`src/rtl/skel_pass_sequencer.sv`:
```
// Thinning-pass sequencer: scans the image, offers 3x3 windows to an external
// decision block, defers deletions to a per-pass writeback, repeats until stable.
module skel_pass_sequencer #(
    parameter int N          = 8,
    parameter int bitSize    = 6,
    parameter int MAX_PASSES = 16
) (
    input  logic             clk,
    input  logic             rst_n,
    input  logic             start,
    output logic             busy,
    output logic             done,
    output logic [7:0]       pass_count,
    output logic             ram_we,
    output logic [bitSize:0] ram_primary_address,
    output logic [bitSize:0] ram_dual_read_address,
    output logic [7:0]       ram_data_in,
    input  logic [7:0]       ram_dual_output,
    output logic             win_valid,
    output logic [8:0]       win_pixels,
    output logic             win_subiter,
    input  logic             win_ready,
    input  logic             win_delete
);
    localparam int AW = bitSize + 1;
    localparam int NN = N * N;
    localparam int MW = (NN > 1) ? $clog2(NN) : 1;
    localparam logic [AW-1:0] LAST_PIX   = AW'(NN - 1);
    localparam logic [AW-1:0] LAST_COL   = AW'(N - 1);
    localparam logic [7:0]    PASS_LIMIT = 8'(MAX_PASSES);

    typedef enum logic [2:0] {
        IDLE, FETCH, OFFER, NEXT, WB_SCAN, WB_WRITE, PASS_END, FINISH
    } state_t;

    state_t state, state_nxt;

    logic [AW-1:0] pixel, row, col, idx;
    logic [3:0]    k;
    logic [8:0]    win;
    logic [NN-1:0] mask;
    logic          wb_second, subiter, pass_changed;
    logic [1:0]    zero_cnt, zero_cnt_nxt;
    logic [7:0]    pass_count_nxt;

    int            nr, nc;
    logic          nb_in_image;
    logic [AW-1:0] nb_addr;

    // Neighbour k of the current pixel, row-major over dr,dc in {-1,0,1}.
    always_comb begin
        nr = int'(row) + int'(k) / 3 - 1;
        nc = int'(col) + int'(k) % 3 - 1;
        nb_in_image = (nr >= 0) && (nr < N) && (nc >= 0) && (nc < N);
        nb_addr = AW'(nr * N + nc);
    end

    always_comb begin
        zero_cnt_nxt   = pass_changed ? 2'd0 : zero_cnt + 2'd1;
        pass_count_nxt = pass_count + 8'd1;
    end

    always_ff @(posedge clk) begin
        if (!rst_n) state <= IDLE;
        else        state <= state_nxt;
    end

    always_comb begin
        state_nxt = state;
        case (state)
            IDLE:     if (start) state_nxt = FETCH;
            FETCH:    if (k == 4'd8) state_nxt = win[4] ? OFFER : NEXT;
            OFFER:    if (win_ready) state_nxt = NEXT;
            NEXT:     state_nxt = (pixel == LAST_PIX) ? WB_SCAN : FETCH;
            WB_SCAN: begin
                if (mask[idx[MW-1:0]])    state_nxt = WB_WRITE;
                else if (idx == LAST_PIX) state_nxt = PASS_END;
            end
            WB_WRITE: if (wb_second) state_nxt = (idx == LAST_PIX) ? PASS_END : WB_SCAN;
            PASS_END: state_nxt = (zero_cnt_nxt == 2'd2 || pass_count_nxt == PASS_LIMIT)
                                  ? FINISH : FETCH;
            FINISH:   state_nxt = IDLE;
            default:  state_nxt = IDLE;
        endcase
    end

    always_ff @(posedge clk) begin
        if (!rst_n) begin
            pixel        <= '0;
            row          <= '0;
            col          <= '0;
            idx          <= '0;
            k            <= '0;
            win          <= '0;
            mask         <= '0;
            wb_second    <= 1'b0;
            subiter      <= 1'b0;
            pass_changed <= 1'b0;
            zero_cnt     <= '0;
            pass_count   <= '0;
        end else begin
            case (state)
                IDLE: if (start) begin
                    pixel        <= '0;
                    row          <= '0;
                    col          <= '0;
                    k            <= '0;
                    subiter      <= 1'b0;
                    pass_changed <= 1'b0;
                    zero_cnt     <= '0;
                    pass_count   <= '0;
                end
                FETCH: begin
                    win[k] <= nb_in_image && (ram_dual_output != 8'h00);
                    k      <= (k == 4'd8) ? 4'd0 : k + 4'd1;
                end
                OFFER: if (win_ready) mask[pixel[MW-1:0]] <= win_delete;
                NEXT: begin
                    if (pixel == LAST_PIX) begin
                        idx <= '0;
                    end else begin
                        pixel <= pixel + 1'b1;
                        if (col == LAST_COL) begin
                            col <= '0;
                            row <= row + 1'b1;
                        end else begin
                            col <= col + 1'b1;
                        end
                    end
                end
                WB_SCAN: begin
                    if (mask[idx[MW-1:0]]) wb_second <= 1'b0;
                    else if (idx != LAST_PIX) idx <= idx + 1'b1;
                end
                // The RAM commits on alternate cycles, so the write is held for two.
                WB_WRITE: begin
                    if (!wb_second) begin
                        wb_second <= 1'b1;
                    end else begin
                        mask[idx[MW-1:0]] <= 1'b0;
                        pass_changed      <= 1'b1;
                        if (idx != LAST_PIX) idx <= idx + 1'b1;
                    end
                end
                PASS_END: begin
                    pass_count   <= pass_count_nxt;
                    subiter      <= ~subiter;
                    zero_cnt     <= zero_cnt_nxt;
                    pass_changed <= 1'b0;
                    pixel        <= '0;
                    row          <= '0;
                    col          <= '0;
                end
                default: ;
            endcase
        end
    end

    assign busy                  = (state != IDLE) && (state != FINISH);
    assign done                  = (state == FINISH);
    assign ram_we                = (state == WB_WRITE);
    assign ram_primary_address   = (state == WB_WRITE) ? idx : '0;
    assign ram_dual_read_address = (state == FETCH) ? nb_addr : '0;
    assign ram_data_in           = 8'h00;
    assign win_valid             = (state == OFFER);
    assign win_pixels            = win;
    assign win_subiter           = subiter;
endmodule

```
`config.mk`:
```
export PLATFORM = sky130hd
export DESIGN_NAME = skel_pass_sequencer
export DESIGN_NICKNAME = d
export VERILOG_FILES = /design/src/rtl/skel_pass_sequencer.sv
export SDC_FILE = /design/constraint.sdc
export NUM_CORES = 1
export LEC_CHECK = 0
export ABC_AREA = 1
export CORE_MARGIN = 2
export CORE_UTILIZATION = 35
export CTS_CLUSTER_DIAMETER = 100
export DETAILED_ROUTE_END_ITERATION = 10
export GPL_TIMING_DRIVEN = 0
export PLACE_DENSITY = 0.57
export SLEW_MARGIN = 40
export SYNTH_ARGS = -nofsm -noshare
export SYNTH_HDL_FRONTEND = slang
export SYNTH_SLANG_ARGS = --single-unit
export TNS_END_PERCENT = 1
```
`constraint.sdc`:
```
create_clock -name clk -period 7.4 [get_ports clk]
set_input_delay 1.48 -clock clk [delete_from_list [all_inputs] [get_ports clk]]
set_output_delay 1.48 -clock clk [all_outputs]
set_load 0.005 [all_outputs]
```
Yosys cells after proc, flatten, opt, wreduce, memory -nomap -nowiden
Index checks and enable logic that the tools add are counted.
{ "totals": {"reg_bits": 121, "input_bits": 13, "out_inout_bits": 44, "word_cells": 147} }
{ "op_classes": {"addsub": 12, "div_mod_pow": 2, "n_lt_le_gt_ge": 10, "n_eq_ne": 25, "muxes": 54, "bitwise_logic": 3, "n_reduce_logical": 28} }
{ "op_table": {"columns": ["operator", "n"], "rows": [
  ["2-to-1 mux 64 bit", 2],
  ["case mux 64 bit (2 select lines)", 1],
  ["2-to-1 mux 7 bit", 12],
  ["case mux 7 bit (3 select lines)", 4],
  ["adder 8 x 32 -> 32 bit", 2],
  ["AND 64 bit", 1],
  ["bitwise mux 64 bit", 1],
  [">= comparator 32 x 1 -> 1 bit, second input constant", 2],
  ["< comparator 32 x 5 -> 1 bit, second input constant", 2],
  ["NOT 64 bit", 1],
  ["subtractor 32 x 2 -> 32 bit, second input constant", 2],
  ["divider 5 x 3 -> 32 bit, second input constant", 1],
  ["remainder unit 5 x 3 -> 32 bit, second input constant", 1],
  ["adder 7 x 1 -> 7 bit, second input constant", 4],
  ["2-to-1 mux 3 bit", 8],
  ["case mux 3 bit (8 select lines)", 1],
  ["case mux 8 bit (2 select lines)", 1],
  ["equality test 7 x 6 -> 1 bit, second input constant", 2],
  ["< comparator 6 x 7 -> 1 bit, second input constant", 2],
  ["inequality test 2 bit, second input constant", 7],
  ["demux 1 bit (select 6 bit)", 2],
  ["equality test 3 bit, second input constant", 4],
  [">= comparator 6 x 1 -> 1 bit, second input constant", 2],
  ["nonzero test 3 bit", 4],
  ["36 further kinds", 65]
]} }

Depth between registers and ports, before layout
{ "depth": {"depth_word": 9, "depth_mapped": 40, "depth_no_buf": 38} }

Least setup slack after synthesis
No wires, ideal clock.
{ "synth_timing": {"path_type": "register to output", "start": "register k[2]", "end": "output ram_dual_read_address[6]", "t_arrival_ns": 4.484, "t_required_ns": 5.920, "setup_slack_ns": 1.436, "path_stages_with_launch": 30, "n_path_buf": 2, "cell_sequence": "dfxtp_1 > clkbuf_1 > ha_1 > o21ai_4 > nand2_4 > nand3_4 > xor2_1 > ha_1 > nor2_1 > nand2_1 > buf_2 > inv_1 > or2_1 > nand2_1 > o21ai_0 > ha_1 > fa_1 > inv_1 > nand3_1 > nand2_1 > nand2_1 > nand2_1 > inv_1 > ha_1 > a21oi_1 > nand2_1 > xor2_1 > inv_1 > o21ai_0 > a21oi_1"} }
{ "synth_via": {"elab_chain_len": 5, "word_cells_on_any_way": 8, "classes_between": "add/sub (5); div (2); mux (1)"} }
{ "synth_lines": {"columns": ["element", "line", "source"], "rows": [
  ["start, declared", "39", "logic [3:0] k;"],
  ["start signal, assigned", "115", "k <= (k == 4'd8) ? 4'd0 : k + 4'd1;"],
  ["divider 5 x 3 -> 32 bit or remainder unit 5 x 3 -> 32 bit (tied branches)", "52, 53", null],
  ["adder 8 x 32 -> 32 bit (on tied branches)", "52, 53", null],
  ["subtractor 32 x 2 -> 32 bit (on tied branches)", "52, 53", null],
  ["adder 7 bit *", "55", "nb_addr = AW'(nr * N + nc);"],
  ["2-to-1 mux 7 bit *", "163", "assign ram_dual_read_address = (state == FETCH) ? nb_addr : '0;"],
  ["end, declared", "16", "output logic [bitSize:0] ram_dual_read_address,"]
]} }
Every way passes the cells marked *; elsewhere a longest branch is shown, timed or not.

Final worst setup path
{ "layout_timing": {"start": "register k[3]", "end": "output ram_dual_read_address[6]"} }
The elaborated chain is that of the path after synthesis.

==> results.cfg <==
[finish]
drive_gt1_share_pct = 6.86
nNetsFinal = 1791
final_cells = 2104
final_util_pct = 41.6
area_delta_synth_final_pct = 17.7
nFillCells = 3133
diodes = 0

[worst_setup_path]
startpoint_type = flop
startpoint = k[3]
path_common_cell = inv_1
cp-endpoint = ram_dual_read_address[6]
required_ns = 5.92
r2r_cells = 34
reg2reg_from = k[3]
cp_slowest_cell = clkdlybuf4s50_1
cp-end-kind = output pin
crit_path_max_incr_delay_ns = 0.53
cp.arrival_ns = 5.51
reg2reg_slack_ns = 2.17
path_max_fanout = 10
timing.rr.end = win_pixels[1]
worstSetupPathType = flop to output pin

[route]
drt_iter0_markers = 695
first_pass_iters = 5
final_antenna_net_count = 0
wire_per_inst_um = 15.3
routed_wl_mm = 32.3
drc_errors = 0
vias_per_cell = 5.16
routed-via-count = 10900

[power_and_ir_drop]
power_density_nw_per_um2 = 203
ir_worst_vdd_mv = 0.152
switching_share_pct = 34.4
power.switching_mw = 0.825
power.share.clock_pct = 39.3
p_leak_nw = 5.25
seq_power_share_pct = 28.3
p_int_mw = 1.57
power.share.combinational_pct = 32.4

[placed_design]
dp_hpwl_mm = 23.9
gp_congestion = 0.888
dpl.cell_count = 2068
io_buffers = 48
post-place-ws_ns = 0.223

[sta]
max_freq_mhz = 143
final.setup.worst_slack_ns = 0.412
finalCritPeriodShare_pct = 94.4
finClkSkew_ns = 0.0110
setup-violations-final = 0
hold_viol = 0
slew_viol_final = 0
fin_hold_ws_ns = 0.462
tightest_slew_ns = 0.816
slew-limit-headroom_pct = 45.4
final.setup.tns_ns = 0
finalCriticalPeriod_ns = 6.99

[clocking]
cts_tree = built
htreeDepth = 4
ctsHoldBuffers = 0
clkTransAtPathRegs_ns = 0.05
cts_root_buf = clkbuf_16
numCtsBuffers = 17
cts.sinks = 121
clock_latency_ns = 0.43
clockBufferDepth = 2

[floorplan]
core_area_um2 = 28500
row_count = 62
ioPinCount = 57
die_w_um = 173
chipHeight_um = 173
initial_core_util_pct = 35.3
dieArea_um2 = 30100

[logic_synthesis]
synth_edf_count = 0
netlist_instances = 1629
async_flop_share_pct = 0
syn_area_per_cell_um2 = 6.17
ys_types = 59
yosysSeqAreaShare_pct = 24.1
syn-cell-area_um2 = 10100
yosys_register_bits = 121
yosysWarnings = 0
synth-main-ff-cell = dfxtp_1

[grt]
grt.busiest_layer = met2
grt_max_degree = 17
grt.met2_usage_pct = 35.8
grtUsageMet3_pct = 3.53
antenna_found_initial = 0
grt_overflow = 0
track_usage_pct = 21.4
grt_pass1_vias = 10300
grt_util_met1_pct = 27.7
grt_first_pass_wirelength_mm = 52.4

[job]
drv_cap = 0

[min_path]
hold_path.class = flop to flop

[run_status]
status = finished, final reports clean
## power groups by stage
stage                     logic [mW]  clock network, mW  registers (mW)
after floorplan                0.542                  0           0.688
after global placement         0.748                  0           0.690
after detailed placement       0.751                  0           0.691
after CTS                      0.759              0.954           0.678
after global routing           0.886              0.981           0.681
final                          0.776              0.942           0.679
## worst max-delay path: cells and delay by family (launching register included)
family	cells	cell delay, ns
XOR/XNOR	2	0.39
adder cells (fa/ha/maj)	5	1.36
AO/OA/AOI/OAI	3	0.37
AND/OR/NAND/NOR	13	1.33
flip-flops	1	0.35
buffers and inverters	10	1.30
## worst min-delay path by stage
| stage | slack, ns | start | to | cells past startpoint |
|---|---|---|---|---|
| 5_1_grt | 0.50 | win_subiter | win_subiter | 1 |
| 2_1_floorplan | 0.44 | pixel[6] | pixel[6] | 2 |
| 3_5_place_dp | 0.46 | win_subiter | win_subiter | 1 |
| 6_report | 0.46 | win_subiter | win_subiter | 1 |
| 3_3_place_gp | 0.44 | win_subiter | win_subiter | 1 |
| 4_1_cts | 0.46 | win_subiter | win_subiter | 1 |
## final cells by class
type,instances,area (um2),share of cell area (%)
Sequential cell,121,2430,20.5
Inverter,244,918,7.76
Buffer,51,244,2.06
Timing Repair Buffer,53,518,4.38
Clock buffer,20,467,3.94
Clock inverter,11,194,1.64
Multi-Input combinational cell,1220,6580,55.6
Tap cell,384,480,4.06
## per-stage QoR
step	power, mW	instance area, um2
after detailed placement	1.44	11000
after floorplan	1.23	10100
final	2.40	11800
after global routing	2.55	11800
after global placement	1.44	11000
after CTS	2.39	11800
## cell usage after synthesis, types with 5 or more instances
cell type	n	area share, %
nand2_1	382	14
inv_1	229	8.5
nor2_1	202	7.5
a21oi_1	146	7.3
dfxtp_1	121	24
o21ai_0	105	5.2
a211oi_1	70	5.2
ha_1	67	8.3
nand3_1	66	3.3
nor3_1	41	2.0
clkbuf_1	35	1.3
nand4_1	23	1.4
xor2_1	17	1.5
inv_2	13	0.49
a21oi_2	11	0.96
buf_4	8	0.60
nand2_2	8	0.50
buf_2	7	0.35
a22oi_1	6	0.45
xnor2_1	6	0.52
a221oi_1	5	0.44
## layer usage
metal | routed length, um | share of wire (%) | vias to the layer above
met5 | 0 | 0 | -
met4 | 962 | 3.0 | 0
met3 | 1750 | 5.4 | 74
met2 | 14700 | 45 | 303
met1 | 14900 | 46 | 4950
li1 | - | - | 5533
## cell families (layout without fill, tap and decap cells)
kind of cell    after synthesis  in the layout  share of synthesized area (%)
simple gates                740            740                           30.7
compound gates              378            378                           22.6
buf+inv                     295            379                           11.5
flops                       121            121                           24.1
fa+ha+maj                    70             70                           8.93
xor+xnor                     23             23                           2.00
other cells                   1              8                         0.0373
mux                           1              1                         0.0996
## sequential cells by signal, summed over array words and instances, names as in the netlist
register,flops
mask,64
win_pixels,9
pass_count,8
col,7
idx,7
pixel,7
row,7
k,4
state,3
zero_cnt,2
pass_changed,1
wb_second,1
win_subiter,1
## layout by cell type, fill, tap and decap left out, drive strengths merged, types with 6 or more instances in the layout
cell type,instances
nand2,391
inv,243
nor2,206
a21oi,157
dfxtp,121
o21ai,109
a211oi,70
nand3,68
ha,67
clkbuf,55
clkdlybuf4s50,48
nor3,41
nand4,24
buf,21
xor2,17
conb,8
xnor2,6
a22oi,6
## repair_timing
| item | in CTS | in global routing |
|---|---|---|
| pin swaps | 1 | 7 |
| resized for setup | 10 | 12 |
| cloned | 0 | 0 |
| setup endpoints to repair | 1 | 1 |
| buffers inserted | 0 | 5 |
Note: power is estimated with default switching activity, not from simulation.
